### config.mk
export PLATFORM = sky130hd
export DESIGN_NAME = shift_add_multiplier_flat
export DESIGN_NICKNAME = d
export VERILOG_FILES = /design/src/rtl/shift_add_multiplier_if.sv /design/src/rtl/shift_add_multiplier.sv /design/src/flat_wrapper.sv
export SDC_FILE = /design/constraint.sdc
export NUM_CORES = 1
export LEC_CHECK = 0
export ABC_CLOCK_PERIOD_IN_PS = 4000
export CAP_MARGIN = 15
export CORE_MARGIN = 2
export CORE_UTILIZATION = 50
export CTS_CLUSTER_DIAMETER = 30
export CTS_CLUSTER_SIZE = 25
export DETAILED_ROUTE_END_ITERATION = 16
export DONT_BUFFER_PORTS = 1
export SYNTH_ARGS = -nofsm -noshare
export SYNTH_HDL_FRONTEND = slang
export SYNTH_SLANG_ARGS = --single-unit
export TNS_END_PERCENT = 5
### constraint.sdc
create_clock -name clk -period 4 [get_ports clk]
set_clock_uncertainty 0.15 [all_clocks]
set_input_delay 1 -clock clk [delete_from_list [all_inputs] [get_ports clk]]
set_output_delay 1 -clock clk [all_outputs]
set_load 0.01 [all_outputs]
### src/rtl/shift_add_multiplier_if.sv
// Handshake bundle for the iterative shift-add multiplier.
// The master side supplies operands and accepts products; the slave side is the multiplier.
interface shift_add_multiplier_if #(
    parameter int WIDTH = 16
) ();
    logic                   start;
    logic                   in_ready;
    logic [WIDTH-1:0]       a;
    logic [WIDTH-1:0]       b;
    logic                   out_valid;
    logic                   out_ready;
    logic [2*WIDTH-1:0]     product;
    logic                   busy;

    modport master (
        output start, a, b, out_ready,
        input  in_ready, out_valid, product, busy
    );

    modport slave (
        input  start, a, b, out_ready,
        output in_ready, out_valid, product, busy
    );
endinterface

### src/rtl/shift_add_multiplier.sv
// Iterative unsigned shift-add multiplier.
// One partial product is folded into the accumulator per clock through a 2*WIDTH-bit adder.
// Operands arrive on a valid/ready handshake and the product leaves on a second one.
// All outputs are decoded from registers only; nothing combinational flows from inputs to outputs.
module shift_add_multiplier #(
    parameter int WIDTH      = 16,
    parameter int EARLY_EXIT = 0
) (
    input  logic                    clk,
    input  logic                    rst_n,
    shift_add_multiplier_if.slave   bus
);

    localparam int CW = (WIDTH > 1) ? $clog2(WIDTH) : 1;

    typedef enum logic [1:0] {
        IDLE = 2'b00,
        RUN  = 2'b01,
        DONE = 2'b10
    } state_t;

    state_t               state_r;
    state_t               state_s;
    logic [2*WIDTH-1:0]   mcand_r;
    logic [2*WIDTH-1:0]   mcand_s;
    logic [WIDTH-1:0]     mplier_r;
    logic [WIDTH-1:0]     mplier_s;
    logic [2*WIDTH-1:0]   acc_r;
    logic [2*WIDTH-1:0]   acc_s;
    logic [CW-1:0]        count_r;
    logic [CW-1:0]        count_s;
    logic                 last_iter_s;

    // Shared 2*WIDTH adder; the carry-out is dropped because the exact product always fits.
    function automatic logic [2*WIDTH-1:0] add_2w(
        input logic [2*WIDTH-1:0] x,
        input logic [2*WIDTH-1:0] y
    );
        logic [2*WIDTH:0] sum;
        sum = {1'b0, x} + {1'b0, y};
        return sum[2*WIDTH-1:0];
    endfunction

    // Terminate on the final counted iteration, or early once no multiplier bits remain above bit 0.
    always_comb begin
        last_iter_s = 1'b0;
        if (count_r == CW'(WIDTH - 1)) begin
            last_iter_s = 1'b1;
        end else if ((EARLY_EXIT != 0) && (mplier_r[WIDTH-1:1] == '0)) begin
            last_iter_s = 1'b1;
        end else begin
            last_iter_s = 1'b0;
        end
    end

    // Next-state and datapath update: load in IDLE, one shift-add per RUN cycle, hold in DONE.
    always_comb begin
        state_s  = state_r;
        mcand_s  = mcand_r;
        mplier_s = mplier_r;
        acc_s    = acc_r;
        count_s  = count_r;
        case (state_r)
            IDLE: begin
                if (bus.start) begin
                    mcand_s  = {{WIDTH{1'b0}}, bus.a};
                    mplier_s = bus.b;
                    acc_s    = '0;
                    count_s  = '0;
                    state_s  = RUN;
                end else begin
                    state_s  = IDLE;
                end
            end
            RUN: begin
                acc_s    = add_2w(acc_r, mplier_r[0] ? mcand_r : {(2*WIDTH){1'b0}});
                mcand_s  = {mcand_r[2*WIDTH-2:0], 1'b0};
                mplier_s = {1'b0, mplier_r[WIDTH-1:1]};
                count_s  = count_r + CW'(1);
                if (last_iter_s) begin
                    state_s = DONE;
                end else begin
                    state_s = RUN;
                end
            end
            DONE: begin
                if (bus.out_ready) begin
                    state_s = IDLE;
                end else begin
                    state_s = DONE;
                end
            end
            default: begin
                state_s = IDLE;
            end
        endcase
    end

    // FSM state register.
    always_ff @(posedge clk or negedge rst_n) begin
        if (!rst_n) begin
            state_r <= IDLE;
        end else begin
            state_r <= state_s;
        end
    end

    // Datapath registers; reset abandons any operation in flight and clears the product.
    always_ff @(posedge clk or negedge rst_n) begin
        if (!rst_n) begin
            mcand_r  <= '0;
            mplier_r <= '0;
            acc_r    <= '0;
            count_r  <= '0;
        end else begin
            mcand_r  <= mcand_s;
            mplier_r <= mplier_s;
            acc_r    <= acc_s;
            count_r  <= count_s;
        end
    end

    assign bus.in_ready  = (state_r == IDLE);
    assign bus.busy      = (state_r == RUN);
    assign bus.out_valid = (state_r == DONE);
    assign bus.product   = acc_r;

endmodule
### src/flat_wrapper.sv
// flat-port wrapper written by rule: the top's interface ports become plain ports
module shift_add_multiplier_flat 
#(
    parameter int WIDTH      = 16,
    parameter int EARLY_EXIT = 0
)
  (clk, rst_n, bus_start, bus_a, bus_b, bus_out_ready, bus_in_ready, bus_out_valid, bus_product, bus_busy);
  shift_add_multiplier_if #(.WIDTH(WIDTH)) bus_i ();
  input  logic clk;
  input  logic rst_n;
  input wire logic [$bits(bus_i.start)-1:0] bus_start;
  input wire logic [$bits(bus_i.a)-1:0] bus_a;
  input wire logic [$bits(bus_i.b)-1:0] bus_b;
  input wire logic [$bits(bus_i.out_ready)-1:0] bus_out_ready;
  output wire logic [$bits(bus_i.in_ready)-1:0] bus_in_ready;
  output wire logic [$bits(bus_i.out_valid)-1:0] bus_out_valid;
  output wire logic [$bits(bus_i.product)-1:0] bus_product;
  output wire logic [$bits(bus_i.busy)-1:0] bus_busy;
  assign bus_i.start = bus_start;
  assign bus_i.a = bus_a;
  assign bus_i.b = bus_b;
  assign bus_i.out_ready = bus_out_ready;
  assign bus_in_ready = bus_i.in_ready;
  assign bus_out_valid = bus_i.out_valid;
  assign bus_product = bus_i.product;
  assign bus_busy = bus_i.busy;
  shift_add_multiplier #(.WIDTH(WIDTH), .EARLY_EXIT(EARLY_EXIT)) u_core (.clk(clk), .rst_n(rst_n), .bus(bus_i));
endmodule
==> reports/metrics.cfg <==
[global_route]
overflow=0
grt_usage=0.223
grt_pass1_wl_mm=19.9
grt_max_degree=87
antenna_found_initial=0
grt_pass1_vias=4049

[clock_network]
h-tree-depth=3
clk_pin_slew_ns=0.09
insertion_delay_ns=0.36
post_cts_buffers=0
cts_buffers=9
cts.repair.resized=0
cts_hold_buf=0
cts_tree=built
cts_sinks=86
clockRootBuffer=clkbuf_8
clockBufferDepth=2

[layout]
antenna_cells=0
fin_nets=657
final.fill_count=973
ff_latch_area_sq_um=2150
multiInputGateArea_sq_um=2800
syn_to_final_growth_pct=6.64
final_area_sq_um=5420
drive_above_1_share=0.0438

[setup_path]
critPathTopFamily=compound AO/OA/AOI/OAI gates
cp_slowest_cell=dfrtp_2
r2r_start=u_core.mplier_r[0]$_DFFE_PN0P_
critPathKind=flip-flop to flip-flop
cp_data_required_time_ns=4.10
cp.arrival_ns=3.80
path_buf_inv=1
reg2reg_slack_ns=0.30
crit_path_frequent_cell=a22o_1
path_cells=nand2_1 -> inv_1 -> ha_1 -> a211oi_2 -> nor2_1 -> o311a_1 -> a211o_1 -> a22o_1 -> a221o_1 -> a31oi_1 -> xor2_1 -> o21ai_0 -> a22o_1
end_kind=flip-flop
timing.rr.end=u_core.bus.product[31]$_DFFE_PN0P_
critPathMaxFanout=18
critPathLaunchType=flip-flop
rr_worst_depth=13
slowest_delay_ns=0.53

[timing]
rsz0062_at_grt=false
period_minus_slack_ns=3.70
fmaxAchievable_ghz=0.270
hold_violations=0
post-route-period-util=0.926
setup_viol=0
setup_tns_ns=0
worstMarginPinSlew_ns=0.716
max_slew_margin=0.523
finalMaxSlewViolations=0

[place]
postPlaceCellArea_sq_um=5210
routabilityCongestion=0.888
io_buffers=0
hpwl_mm=8.22

[logic_synthesis]
ys_async_sr_fraction=1.00
synth_xor_xnor_area_share=0.0413
synthesis.instances=598
synth.avg_cell_area_sq_um=8.51
ys_seq_elements=86
ys.flop_type=dfrtp_1
synth_edf_count=0
syn_area_sq_um=5090
synth_seq_area_share=0.423
synthDistinctLibCells=47
yosys.area_share.simple=0.213
yosysWarnings=0
synth_top_family_by_area=simple AND/OR/NAND/NOR gates
synthAdderAreaFrac=0.0827
synthMuxAreaShare=0
synth_compound_gate_area_share=0.212
syn_nets=667

[power_and_ir_drop]
p_per_area_nw_per_um2=1020
ir_worst_vdd_mv=0.354
p_leak_uw=0.00243

[die]
die_area_sq_um=11000
die_y_um=105
die_w_um=105
initial_core_util=0.518
coreArea_sq_um=9820
rows=36
ioPinCount=71

[drt]
dr.pass1.iters=5
post_drt_via_cell_ratio=5.76
drtIter0Drc=201
wl_per_cell_um=16.3
post-route-drc-count=0
wl_mm=11.9
vias=4179
ant_nets=0

[status]
status=completed

[job]
cap_violations=0

[min_path]
hold_path_class=input pin to async pin

## power breakdown
part	total [uW]	internal (uW)	switching (uW)	leakage, uW
Clock	678	354	325	0.0000998
Sequential	1770	1320	451	0.00104
Combinational	3080	1320	1760	0.00129
## metal layers
| layer | vias to the layer above | GRT usage | part of all wire |
|---|---|---|---|
| met5 | - | 0 | 0 |
| li1 | 2079 | - | - |
| met1 | 1984 | 0.297 | 0.47 |
| met2 | 96 | 0.352 | 0.46 |
| met4 | 0 | 0.0895 | 0.020 |
| met3 | 20 | 0.0499 | 0.045 |
## registers in the layout, indices dropped and copies added (netlist names)
register	count
u_core.bus.product	32
u_core.mcand_r	32
u_core.mplier_r	16
u_core.count_r	4
u_core.state_r	2
## worst max path at each step
stage,depth (start not counted),startpoint,slack (ns),end
2_1_floorplan,12,u_core.mplier_r[0]$_DFFE_PN0P_,0.56,u_core.bus.product[31]$_DFFE_PN0P_
4_1_cts,13,u_core.mplier_r[0]$_DFFE_PN0P_,0.13,u_core.bus.product[31]$_DFFE_PN0P_
6_report,13,u_core.mplier_r[0]$_DFFE_PN0P_,0.30,u_core.bus.product[31]$_DFFE_PN0P_
3_3_place_gp,13,u_core.mplier_r[0]$_DFFE_PN0P_,0.26,u_core.bus.product[31]$_DFFE_PN0P_
5_1_grt,13,u_core.mplier_r[0]$_DFFE_PN0P_,0.04,u_core.bus.product[31]$_DFFE_PN0P_
3_5_place_dp,13,u_core.mplier_r[0]$_DFFE_PN0P_,0.14,u_core.bus.product[31]$_DFFE_PN0P_
## per-stage QoR
step / hold WS (ns) / std cells / total power (uW) / setup slack (ns) / utilization
6_report: 0.177 / 726 / 5530 / 0.298 / 0.552
3_5_place_dp: 0.324 / 710 / 4870 / 0.144 / 0.530
3_3_place_gp: 0.319 / 710 / 4800 / 0.264 / 0.530
2_1_floorplan: 0.300 / 598 / 4150 / 0.561 / -
5_1_grt: 0.150 / 726 / 6060 / 0.0401 / 0.552
4_1_cts: 0.157 / 726 / 5570 / 0.132 / 0.552
## cell usage in the layout (no fill, tap or decap), types with 3 or more instances in the layout
cell type / n
dfrtp_1: 85
xor2_1: 11
nor3_1: 6
o31ai_1: 5
nand2b_1: 6
buf_4: 7
a211o_1: 3
a22o_1: 4
nand3_1: 16
a21o_1: 12
and2_1: 32
o21ai_1: 13
nor2_1: 76
nor2b_1: 7
inv_1: 9
o22ai_1: 30
xnor2_1: 13
nand2_1: 83
a21oi_1: 28
o21bai_1: 3
clkbuf_8: 9
and3_1: 4
ha_1: 32
o21ai_0: 56
nand4_1: 3
o21a_1: 6
## cell type report
type / count / area share
sequential: 86 / 0.397
multi-input combinational: 474 / 0.516
clock inverter: 5 / 0.0155
clock buffer: 11 / 0.0242
inverter: 10 / 0.00692
tap: 133 / 0.0307
timing repair buffer: 7 / 0.00969
## synth_stat cells, types with 2 or more instances
library cell,number,area share
xnor2_1,13,0.022
xor2_1,11,0.019
nor2b_1,7,0.0086
and3_1,4,0.0049
nor3_1,6,0.0059
o21a_1,6,0.0089
nand4_1,3,0.0037
nand2b_1,7,0.0086
o31ai_1,5,0.0074
o211ai_1,2,0.0030
ha_1,32,0.079
nor2_1,76,0.056
o21ai_1,13,0.013
o22ai_1,30,0.037
a22o_1,4,0.0069
and2_1,32,0.039
a21oi_1,28,0.028
o21bai_1,3,0.0044
inv_1,9,0.0066
nand2_1,83,0.061
a21o_1,12,0.018
buf_1,3,0.0022
or3_1,2,0.0025
dfrtp_1,86,0.42
o21ai_0,56,0.055
a211o_1,3,0.0052
a311oi_1,2,0.0034
clkbuf_1,25,0.018
nand3_1,16,0.016
o31a_1,2,0.0034
## cell families (layout without fill, tap and decap cells)
| logic type | Yosys count | in the layout |
|---|---|---|
| and+or+nand+nor | 240 | 240 |
| DFF | 86 | 86 |
| adders and majority gates | 33 | 33 |
| buffers and inverters | 38 | 33 |
| xor gates and xnor gates | 24 | 24 |
| AOI/OAI and AO/OA | 177 | 177 |
No activity file was read; power rests on OpenSTA's default activity.
